$ cat src/rtl/breadboard_sweeper_if.sv
// rtl/breadboard_sweeper_if.sv - truth-table row stream between the sweeper and the display/checker stage
interface breadboard_sweeper_if #(
  parameter int N_IN  = 4,
  parameter int N_OUT = 10
);
  logic             row_valid;
  logic             row_ready;
  logic [N_IN-1:0]  row_index;
  logic [N_OUT-1:0] row_data;

  modport master (output row_valid, output row_index, output row_data, input row_ready);
  modport slave  (input row_valid, input row_index, input row_data, output row_ready);
endinterface

$ cat src/rtl/breadboard_sweeper.sv
// rtl/breadboard_sweeper.sv - steps the logic board through every input code and streams one sampled row per code
module breadboard_sweeper #(
  parameter int N_IN   = 4,
  parameter int N_OUT  = 10,
  parameter int SETTLE = 3
) (
  input  logic                  clk,
  input  logic                  rst,
  input  logic                  start,
  output logic [N_IN-1:0]       vec_out,
  input  logic [N_OUT-1:0]      f_in,
  breadboard_sweeper_if.master  row,
  output logic                  busy,
  output logic                  done
);
  localparam int              CW       = $clog2(SETTLE) + 1;
  localparam logic [CW-1:0]   CNT_LAST = CW'(SETTLE - 1);
  localparam logic [N_IN-1:0] VEC_LAST = '1;

  typedef enum logic [1:0] {S_IDLE, S_DRIVE, S_WAIT} state_t;

  state_t           state, state_nx;
  logic [CW-1:0]    cnt, cnt_nx;
  logic [N_IN-1:0]  vec_nx;
  logic             valid_nx;
  logic [N_IN-1:0]  index_nx;
  logic [N_OUT-1:0] data_nx;
  logic             done_nx;

  always_ff @(posedge clk) begin
    if (rst) begin
      state         <= S_IDLE;
      vec_out       <= '0;
      cnt           <= '0;
      row.row_valid <= 1'b0;
      row.row_index <= '0;
      row.row_data  <= '0;
      done          <= 1'b0;
    end else begin
      state         <= state_nx;
      vec_out       <= vec_nx;
      cnt           <= cnt_nx;
      row.row_valid <= valid_nx;
      row.row_index <= index_nx;
      row.row_data  <= data_nx;
      done          <= done_nx;
    end
  end

  always_comb begin
    state_nx = state;
    vec_nx   = vec_out;
    cnt_nx   = cnt;
    valid_nx = row.row_valid;
    index_nx = row.row_index;
    data_nx  = row.row_data;
    done_nx  = 1'b0;
    case (state)
      S_IDLE: begin
        if (start) begin
          vec_nx   = '0;
          cnt_nx   = '0;
          state_nx = S_DRIVE;
        end
      end
      S_DRIVE: begin
        // The code has now been on the board for SETTLE cycles; capture it.
        if (cnt == CNT_LAST) begin
          data_nx  = f_in;
          index_nx = vec_out;
          valid_nx = 1'b1;
          state_nx = S_WAIT;
        end else begin
          cnt_nx = cnt + 1'b1;
        end
      end
      S_WAIT: begin
        // row_valid is always 1 here, so row_ready alone completes the handshake.
        if (row.row_ready) begin
          valid_nx = 1'b0;
          if (vec_out == VEC_LAST) begin
            vec_nx   = '0;
            done_nx  = 1'b1;
            state_nx = S_IDLE;
          end else begin
            vec_nx   = vec_out + 1'b1;
            cnt_nx   = '0;
            state_nx = S_DRIVE;
          end
        end
      end
      default: state_nx = S_IDLE;
    endcase
  end

  assign busy = (state != S_IDLE);
endmodule

$ cat src/flat_wrapper.sv
// flat-port wrapper written by rule: the top's interface ports become plain ports
module breadboard_sweeper_flat 
#(
  parameter int N_IN   = 4,
  parameter int N_OUT  = 10,
  parameter int SETTLE = 3
)
  (clk, rst, start, vec_out, f_in, busy, done, row_row_valid, row_row_index, row_row_data, row_row_ready);
  breadboard_sweeper_if #(.N_IN(N_IN), .N_OUT(N_OUT)) row_i ();
  input  logic clk;
  input  logic rst;
  input  logic start;
  output logic [N_IN-1:0] vec_out;
  input  logic [N_OUT-1:0] f_in;
  output logic busy;
  output logic done;
  output wire logic [$bits(row_i.row_valid)-1:0] row_row_valid;
  output wire logic [$bits(row_i.row_index)-1:0] row_row_index;
  output wire logic [$bits(row_i.row_data)-1:0] row_row_data;
  input wire logic [$bits(row_i.row_ready)-1:0] row_row_ready;
  assign row_row_valid = row_i.row_valid;
  assign row_row_index = row_i.row_index;
  assign row_row_data = row_i.row_data;
  assign row_i.row_ready = row_row_ready;
  breadboard_sweeper #(.N_IN(N_IN), .N_OUT(N_OUT), .SETTLE(SETTLE)) u_core (.clk(clk), .rst(rst), .start(start), .vec_out(vec_out), .f_in(f_in), .row(row_i), .busy(busy), .done(done));
endmodule
$ cat config.mk
export PLATFORM = sky130hd
export DESIGN_NAME = breadboard_sweeper_flat
export DESIGN_NICKNAME = d
export VERILOG_FILES = /design/src/rtl/breadboard_sweeper_if.sv /design/src/rtl/breadboard_sweeper.sv /design/src/flat_wrapper.sv
export SDC_FILE = /design/constraint.sdc
export NUM_CORES = 1
export LEC_CHECK = 0
export ABC_AREA = 1
export CORE_MARGIN = 3
export CORE_UTILIZATION = 36
export CTS_CLUSTER_DIAMETER = 150
export DETAILED_ROUTE_END_ITERATION = 16
export PLACE_DENSITY = 0.65
export SETUP_SLACK_MARGIN = 0.02
export SLEW_MARGIN = 0
export SYNTH_ARGS = -nofsm -noshare
export SYNTH_HDL_FRONTEND = slang
export SYNTH_SLANG_ARGS = --single-unit
$ cat constraint.sdc
create_clock -name clk -period 4 [get_ports clk]
set_input_delay 0.8 -clock clk [delete_from_list [all_inputs] [get_ports clk]]
set_output_delay 0.8 -clock clk [all_outputs]
set_load 0.1 [all_outputs]
==> flow_summary.json, run 1 <==
{
  "layout_common_cells": "35 x nor2_1, 34 x clkdlybuf4s50_1, 25 x dfxtp_1",
  "slowest_stage": "clkdlybuf4s50_1",
  "globalplace.congestion": 0.792,
  "cts_sinks": 25,
  "period_minus_slack_ps": 2920,
  "clk_pin_slew_ps": 130,
  "clockBufferDepth": 2,
  "critPathKind": "flop to output pin",
  "cts_buffers": 3,
  "grt_util_all_layers": 0.132,
  "fin_crit_sh": 0.729,
  "cp_cell_sequence": "nor2_1, inv_1, clkdlybuf4s50_1",
  "total_power_w": 0.000553,
  "wirelength_mm": 2.25,
  "fin_skew_ps": 5.07,
  "outcome": "completed",
  "worst-endpoint-required_ps": 3200,
  "post_cts_buffers": 0,
  "setup_violations": 0,
  "io-pin-count": 35,
  "fill_cells": 279,
  "wl_per_cell_um": 11.0,
  "slowest_delay_ps": 1120,
  "grt_max_degree": 21,
  "crit_path_max_fanout": 6,
  "max-slew-margin-rel": 0.341,
  "dieArea_sq_mm": 0.00367,
  "arrival_ps": 2120,
  "finalNetCount": 192,
  "min_path_type": "flop to flop",
  "ys_ff_latch": 25,
  "p_leak_nw": 0.564,
  "netlist_instances": 140,
  "final_util": 0.518,
  "timing.final.hold_violations": 0,
  "n_antenna_cell": 0,
  "ys_warn_count": 0,
  "r2r_slack_ps": 2370,
  "fin_hold_ws_ps": 486,
  "drc_errors": 0,
  "finalMaxSlewViolations": 0,
  "startpoint": "u_core.state[1]",
  "max_freq_ghz": 0.343,
  "max_cap_viol_count": 0,
  "r2r_start": "u_core.cnt[0]",
  "gr-total-overflow": 0,
  "cts_tree": "done",
  "critical_path.top_delay_family": "buffers and inverters",
  "worst_pin_slew_ps": 986,
  "path_buf_inv": 2,
  "cts-resized-gates": 0,
  "hpwl_mm": 1.67,
  "startpoint_type": "flop",
  "ctsHoldBuffers": 0,
  "htree_levels": 1,
  "grt_pass1_wl_mm": 3.68,
  "post_route_cells_drive_above_1_share": 0.0920,
  "powerDensity_mw_per_mm2": 380,
  "initial_core_util": 0.382,
  "stdcell_area_sq_mm": 0.00145,
  "netlist_area_sq_mm": 0.00107,
  "drtAntennaViolNets": 0,
  "core-area_sq_mm": 0.00281,
  "worstHoldStart": "u_core.row.row_valid",
  "synth_seq_area_share": 0.467,
  "die_w_um": 60.6,
  "syn_avg_cell_area_sq_um": 7.66,
  "rsz0062_at_grt": "no",
  "final_common_cell": "nor2_1",
  "fin_tns_setup_ps": 0,
  "syn_to_final_growth_pct": 35.6,
  "io_buffers": 34,
  "synth_cell_types": 22,
  "die_h_um": 60.6,
  "via_per_inst": 4.60,
  "drtIter0Drc": 22,
  "root_buffer": "clkbuf_4",
  "placed_area_sq_mm": 0.00143,
  "irDropWorstVdd_mv": 0.163,
  "drtPass1Iterations": 3,
  "synth_nets": 157,
  "antenna_found_initial": 0,
  "grt_pass1_vias": 913,
  "vias": 944,
  "num_rows": 19,
  "cp-end-kind": "output pin",
  "clk_latency_ps": 330
}
## per-layer routing
metal | GRT usage | up-vias | routed length (um)
li1 | - | 517 | -
met1 | 0.154 | 396 | 1060
met5 | 0 | - | 0
met3 | 0.0362 | 5 | 164
met4 | 0.0650 | 0 | 40
met2 | 0.223 | 26 | 981
## power breakdown
group | total [W] | switching, W | internal [W]
Clock | 0.000115 | 0.0000762 | 0.0000392
Combinational | 0.000165 | 0.000118 | 0.0000468
Sequential | 0.000272 | 0.0000100 | 0.000262
## area by class of cell
class / count / area [sq um] / share of cell area
clock buffers: 4 / 26.3 / 0.0181
well taps: 31 / 38.8 / 0.0267
repair buffers: 34 / 340 / 0.234
multi-input cells: 98 / 498 / 0.343
inverters: 13 / 50.0 / 0.0344
flip-flops and latches: 25 / 500 / 0.344
## registers in the layout, indices dropped and copies added, names as in the netlist
signal,cells
u_core.cnt,3
u_core.done,1
u_core.row.row_data,10
u_core.row.row_index,4
u_core.row.row_valid,1
u_core.state,2
u_core.vec_out,4
## cells by family (layout without fill, tap and decap cells)
group / Yosys count / count (layout) / synth area share
xor+xnor: 1 / 1 / 0.00817
simple gates: 64 / 64 / 0.278
compound gates: 30 / 30 / 0.144
buf+inv: 17 / 51 / 0.0688
flops: 25 / 25 / 0.467
fa+ha+maj: 3 / 3 / 0.0350
## cells in the mapped netlist
cell | n | share of area
nor2_1 | 35 | 0.12
dfxtp_1 | 25 | 0.47
o21ai_1 | 15 | 0.070
nand2_1 | 14 | 0.049
a21oi_1 | 10 | 0.047
inv_1 | 8 | 0.028
nand3_1 | 6 | 0.028
inv_2 | 4 | 0.014
o21ai_0 | 4 | 0.019
ha_1 | 3 | 0.035
nor2_4 | 3 | 0.032
clkbuf_1 | 2 | 0.0070
nand2_4 | 2 | 0.021
a21oi_2 | 1 | 0.0082
buf_2 | 1 | 0.0047
buf_6 | 1 | 0.011
clkinv_2 | 1 | 0.0047
nand2_2 | 1 | 0.0058
nand3_2 | 1 | 0.0093
nor3_1 | 1 | 0.0047
or2_0 | 1 | 0.0058
xnor2_1 | 1 | 0.0082
## worst paths after layout
kind	endpoint	cells after the start
max reg2reg	u_core.row.row_index[3]	8
min reg2reg	u_core.row.row_valid	2
min	u_core.row.row_valid	2
max	busy	3
## worst reg2reg max path: cells and delay by family (launching register included)
| kind | cells | cell delay (ps) |
|---|---|---|
| flops | 1 | 400 |
| simple gates | 2 | 320 |
| compound gates | 2 | 230 |
| buf+inv | 3 | 400 |
| fa+ha+maj | 1 | 190 |
## metrics by stage
stage	setup WS, ps	cells
final	1080	205
after global routing	994	205
after CTS	1070	205
after detailed placement	1470	201
after global placement	1470	201
after floorplan	1960	140
Note: power is estimated with default switching activity, not from simulation.
==> run 2, diff against run 1 <==
--- a/config.mk
+++ b/config.mk
@@ -10,7 +10,7 @@
 export CORE_UTILIZATION = 36
 export CTS_CLUSTER_DIAMETER = 150
 export DETAILED_ROUTE_END_ITERATION = 16
-export PLACE_DENSITY = 0.65
+export PLACE_DENSITY = 0.68
 export SETUP_SLACK_MARGIN = 0.02
 export SLEW_MARGIN = 0
 export SYNTH_ARGS = -nofsm -noshare
==> constraint.sdc (replaced) <==
create_clock -name clk -period 2.6 [get_ports clk]
set_input_delay 0.52 -clock clk [delete_from_list [all_inputs] [get_ports clk]]
set_output_delay 0.52 -clock clk [all_outputs]
set_load 0.1 [all_outputs]
==> run 2 against run 1 <==
Worst hold slack got worse by 2.2 ps. Routed wire length fell by 0.22%. Flip-flop and latch count did not move. Sequential share of layout area rose by 1.3 points. Setup slack got worse by 290 ps. Global-route usage fell by 0.16 points. First-iteration DRC count fell by 27%.
==> flow_summary.json, run 2 (synthesized netlist as in run 1, its figures left out) <==
{
  "largest_register_ffs": 10,
  "cts-resized-gates": 0,
  "ctsHoldBuffers": 0,
  "setup_violations": 0,
  "core-area_sq_mm": 0.00281,
  "placed_cells": 201,
  "crit_path_max_fanout": 6,
  "drtPass1Iterations": 4,
  "post_route_cells_drive_above_1_share": 0.213,
  "rsz0062_at_grt": "no",
  "die_h_um": 60.6,
  "wl_per_cell_um": 10.9,
  "antenna_found_initial": 0,
  "largest-register": "u_core.row.row_data",
  "max-slew-margin-rel": 0.659,
  "arrival_ps": 1280,
  "powerDensity_mw_per_mm2": 597,
  "globalplace.congestion": 0.816,
  "fin_tns_setup_ps": 0,
  "vias": 965,
  "p_leak_nw": 0.605,
  "n_antenna_cell": 0,
  "grt_util_all_layers": 0.131,
  "worst-endpoint-required_ps": 2080,
  "clk_latency_ps": 310,
  "clk_pin_slew_ps": 130,
  "finalNetCount": 192,
  "hpwl_mm": 1.69,
  "final_common_cell": "nor2_1",
  "drc_errors": 0,
  "via_per_inst": 4.71,
  "grt_pass1_wl_mm": 3.65,
  "fill_cells": 296,
  "grt_max_degree": 21,
  "drtAntennaViolNets": 0,
  "reg_top3": "u_core.row.row_data: 10 flops, u_core.row.row_index: 4 flops, u_core.vec_out: 4 flops",
  "post_cts_buffers": 0,
  "clockBufferDepth": 2,
  "io_buffers": 34,
  "cts_sinks": 25,
  "io-pin-count": 35,
  "critPathKind": "flop to output pin",
  "period_minus_slack_ps": 1800,
  "num_rows": 19,
  "cp-end-kind": "output pin",
  "htree_levels": 1,
  "fin_skew_ps": 1.06,
  "finalMaxSlewViolations": 0,
  "max_cap_viol_count": 0,
  "die_w_um": 60.6,
  "cts_tree": "done",
  "wirelength_mm": 2.24,
  "dieArea_sq_mm": 0.00367,
  "min_path_type": "flop to flop",
  "irDropWorstVdd_mv": 0.221,
  "worst_pin_slew_ps": 511,
  "drtIter0Drc": 16,
  "placed_area_sq_mm": 0.00138,
  "syn_to_final_growth_pct": 30.7,
  "initial_core_util": 0.382,
  "fin_crit_sh": 0.694,
  "r2r_cells": 8,
  "max_freq_ghz": 0.554,
  "multiInputGateArea_sq_um": 498,
  "gr-total-overflow": 0,
  "timing.final.hold_violations": 0,
  "regArea_sq_um": 500,
  "outcome": "completed",
  "hold_path_depth": 2,
  "stdcell_area_sq_mm": 0.00140,
  "startpoint_type": "flop",
  "layout_common_cells": "35 x nor2_1, 25 x dfxtp_1, 21 x buf_4",
  "cts_buffers": 3,
  "layout.cells.non_filler": 205,
  "grt_pass1_vias": 883,
  "root_buffer": "clkbuf_4"
}
[run 2: cell types whose count changed in the layout (fill, tap and decap cells not counted)]
cell             delta
buf_4              +21
clkdlybuf4s50_1    -21
[run 2: final cells by class]
| cell class | instances | area share |
|---|---|---|
| well taps | 31 | 0.0277 |
| clock buffers | 4 | 0.0188 |
| repair buffers | 34 | 0.205 |
| multi-input cells | 98 | 0.355 |
| flip-flops and latches | 25 | 0.357 |
| inverters | 13 | 0.0357 |
[run 2: worst paths after layout]
check | slack [ps] | endpoint | start
worst max-delay path | 800 | busy | u_core.state[1]
worst min-delay path | 480 | u_core.row.row_valid | u_core.row.row_valid
worst max register to register | 960 | u_core.row.row_index[0] | u_core.cnt[0]
worst min register to register | 480 | u_core.row.row_valid | u_core.row.row_valid
[run 2: routing by layer]
metal | GRT usage | up-vias | wire length (um)
li1 | - | 515 | -
met1 | 0.154 | 419 | 1040
met2 | 0.226 | 27 | 1030
met3 | 0.0319 | 4 | 147
met4 | 0.0557 | 0 | 21
met5 | 0 | - | 0
[run 2: power by group]
group	total (W)	switching [W]	internal, W	leakage (nW)
clock	0.000170	0.000110	0.0000599	0.0150
sequential	0.000421	0.0000172	0.000404	0.203
combinational	0.000246	0.000180	0.0000660	0.387
total	0.000837	0.000307	0.000530	0.605
[run 2: critical path, stage by stage (launching register included)]
cell and delay (ps):
dfxtp_1 500, nor2_1 120, inv_1 70, buf_4 280
[run 2: through the flow]
step / setup slack (ps) / util / hold slack (ps) / total power [W]
CTS: 801 / 0.500 / 484 / 0.000842
global placement: 800 / 0.490 / 462 / 0.000674
detailed placement: 733 / 0.490 / 463 / 0.000677
global route: 710 / 0.500 / 499 / 0.000878
floorplan: 558 / - / 467 / 0.000617
finish: 796 / 0.500 / 484 / 0.000837
==> run 3, diff against run 2 <==
==> constraint.sdc (replaced) <==
create_clock -name clk -period 1.45 [get_ports clk]
set_input_delay 0.29 -clock clk [delete_from_list [all_inputs] [get_ports clk]]
set_output_delay 0.29 -clock clk [all_outputs]
set_load 0.1 [all_outputs]
==> run 3 against run 2 <==
Critical path depth unchanged. Combinational power rose by 120%. Routed wire length grew 16%. Largest cell class is now buffers. Largest power group unchanged. First-iteration DRC count increased by 19%. Critical path type unchanged.
==> flow_summary.json, run 3 (synthesized netlist as in run 1, its figures left out) <==
{
  "num_rows": 19,
  "io_buffers": 34,
  "wl_per_cell_um": 12.3,
  "final_common_cell": "nor2_1",
  "outcome": "completed",
  "clk_latency_ps": 310,
  "worst-endpoint-required_ps": 1160,
  "cp_cell_sequence": "nor2_4, inv_1, buf_12",
  "drc_errors": 0,
  "cts_sinks": 25,
  "wirelength_mm": 2.60,
  "largest-register": "u_core.row.row_data",
  "critical_path.top_delay_family": "flip-flops",
  "max_freq_ghz": 0.726,
  "grt_pass1_wl_mm": 4.20,
  "finalMaxSlewViolations": 0,
  "layout.cells.non_filler": 211,
  "gr-total-overflow": 0,
  "placed_cells": 205,
  "root_buffer": "clkbuf_4",
  "startpoint_type": "flop",
  "core-area_sq_mm": 0.00281,
  "io-pin-count": 35,
  "ctsHoldBuffers": 0,
  "die_h_um": 60.6,
  "critPathKind": "flop to output pin",
  "drtPass1Iterations": 4,
  "hpwl_mm": 1.91,
  "fin_hold_ws_ps": 519,
  "powerDensity_mw_per_mm2": 915,
  "die_w_um": 60.6,
  "min_path_type": "flop to flop",
  "worst_pin_slew_ps": 532,
  "crit_path_max_fanout": 4,
  "final_util": 0.629,
  "n_antenna_cell": 0,
  "vias": 1022,
  "max_cap_viol_count": 0,
  "fin_skew_ps": 4.15,
  "grt_max_degree": 21,
  "timing.final.hold_violations": 0,
  "grt_util_all_layers": 0.152,
  "arrival_ps": 1090,
  "globalplace.congestion": 0.802,
  "drtAntennaViolNets": 0,
  "setup_violations": 0,
  "cp-end-kind": "output pin",
  "fin_tns_setup_ps": 0,
  "total_power_w": 0.00162,
  "slowest_delay_ps": 440,
  "cts_tree": "done",
  "syn_to_final_growth_pct": 64.6,
  "via_per_inst": 4.84,
  "cts_buffers": 3,
  "period_minus_slack_ps": 1380,
  "drtIter0Drc": 19,
  "largest_register_ffs": 10,
  "reg_top3": "u_core.row.row_data: 10 flops, u_core.row.row_index: 4 flops, u_core.vec_out: 4 flops",
  "rsz0062_at_grt": "no",
  "fin_crit_sh": 0.950,
  "clk_pin_slew_ps": 130,
  "finalNetCount": 198,
  "htree_levels": 1,
  "irDropWorstVdd_mv": 0.630,
  "initial_core_util": 0.382,
  "post_route_cells_drive_above_1_share": 0.306,
  "max-slew-margin-rel": 0.645,
  "slowest_stage": "dfxtp_2",
  "path_buf_inv": 2,
  "clockBufferDepth": 2,
  "layout_common_cells": "32 x nor2_1, 21 x buf_12, 18 x dfxtp_1",
  "grt_pass1_vias": 987,
  "antenna_found_initial": 0,
  "dieArea_sq_mm": 0.00367,
  "p_leak_nw": 0.699
}
## run 3: report_power, final
group	internal (W)	switching (W)
clock network	0.000108	0.000198
registers	0.000721	0.0000482
logic	0.000204	0.000337
total	0.00103	0.000583
## run 3: layout make-up
| type | instances | area (sq um) |
|---|---|---|
| fillers | 226 | 1040 |
| repair buffers | 40 | 596 |
| flip-flops and latches | 25 | 522 |
| clock buffers | 4 | 26.3 |
| multi-input cells | 98 | 532 |
| well taps | 31 | 38.8 |
| inverters | 13 | 51.3 |
## run 3: path summary, 6_finish.rpt
path,to,start,slack (ps),depth (start not counted)
setup reg to reg,u_core.cnt[0],u_core.cnt[0],110,8
hold / removal,u_core.row.row_valid,u_core.row.row_valid,520,2
hold reg to reg,u_core.row.row_valid,u_core.row.row_valid,520,2
setup / recovery,busy,u_core.state[0],70,3
## run 3: layer usage
layer / share of wire / routed length, um / vias up / GRT usage
li1: - / - / 531 / -
met1: 0.41 / 1080 / 454 / 0.173
met2: 0.50 / 1310 / 30 / 0.276
met3: 0.057 / 148 / 7 / 0.0319
met4: 0.024 / 61 / 0 / 0.0588
met5: 0 / 0 / - / 0
## run 3: through the flow
stage / worst slack (ps) / cell area, sq um
3_3_place_gp: -3.34 / 1700
4_1_cts: 21.0 / 1730
2_1_floorplan: 27.9 / 1100
6_report: 72.8 / 1770
5_1_grt: 0.133 / 1770
3_5_place_dp: -36.5 / 1700
## run 3: repair_timing
item	in CTS	in global routing
resized for setup	4	7
setup endpoints to repair	4	20
endpoints found under the hold margin	0	0
setup buffers	0	2
## run 3: worst reg2reg max path: stages, from the launching register on
cell     delay (ps)
dfxtp_2         380
inv_1            50
ha_1            180
inv_1            90
nor2_4           50
o21ai_2         210
nand3_1         130
nand2_1         100
nor2_1           50
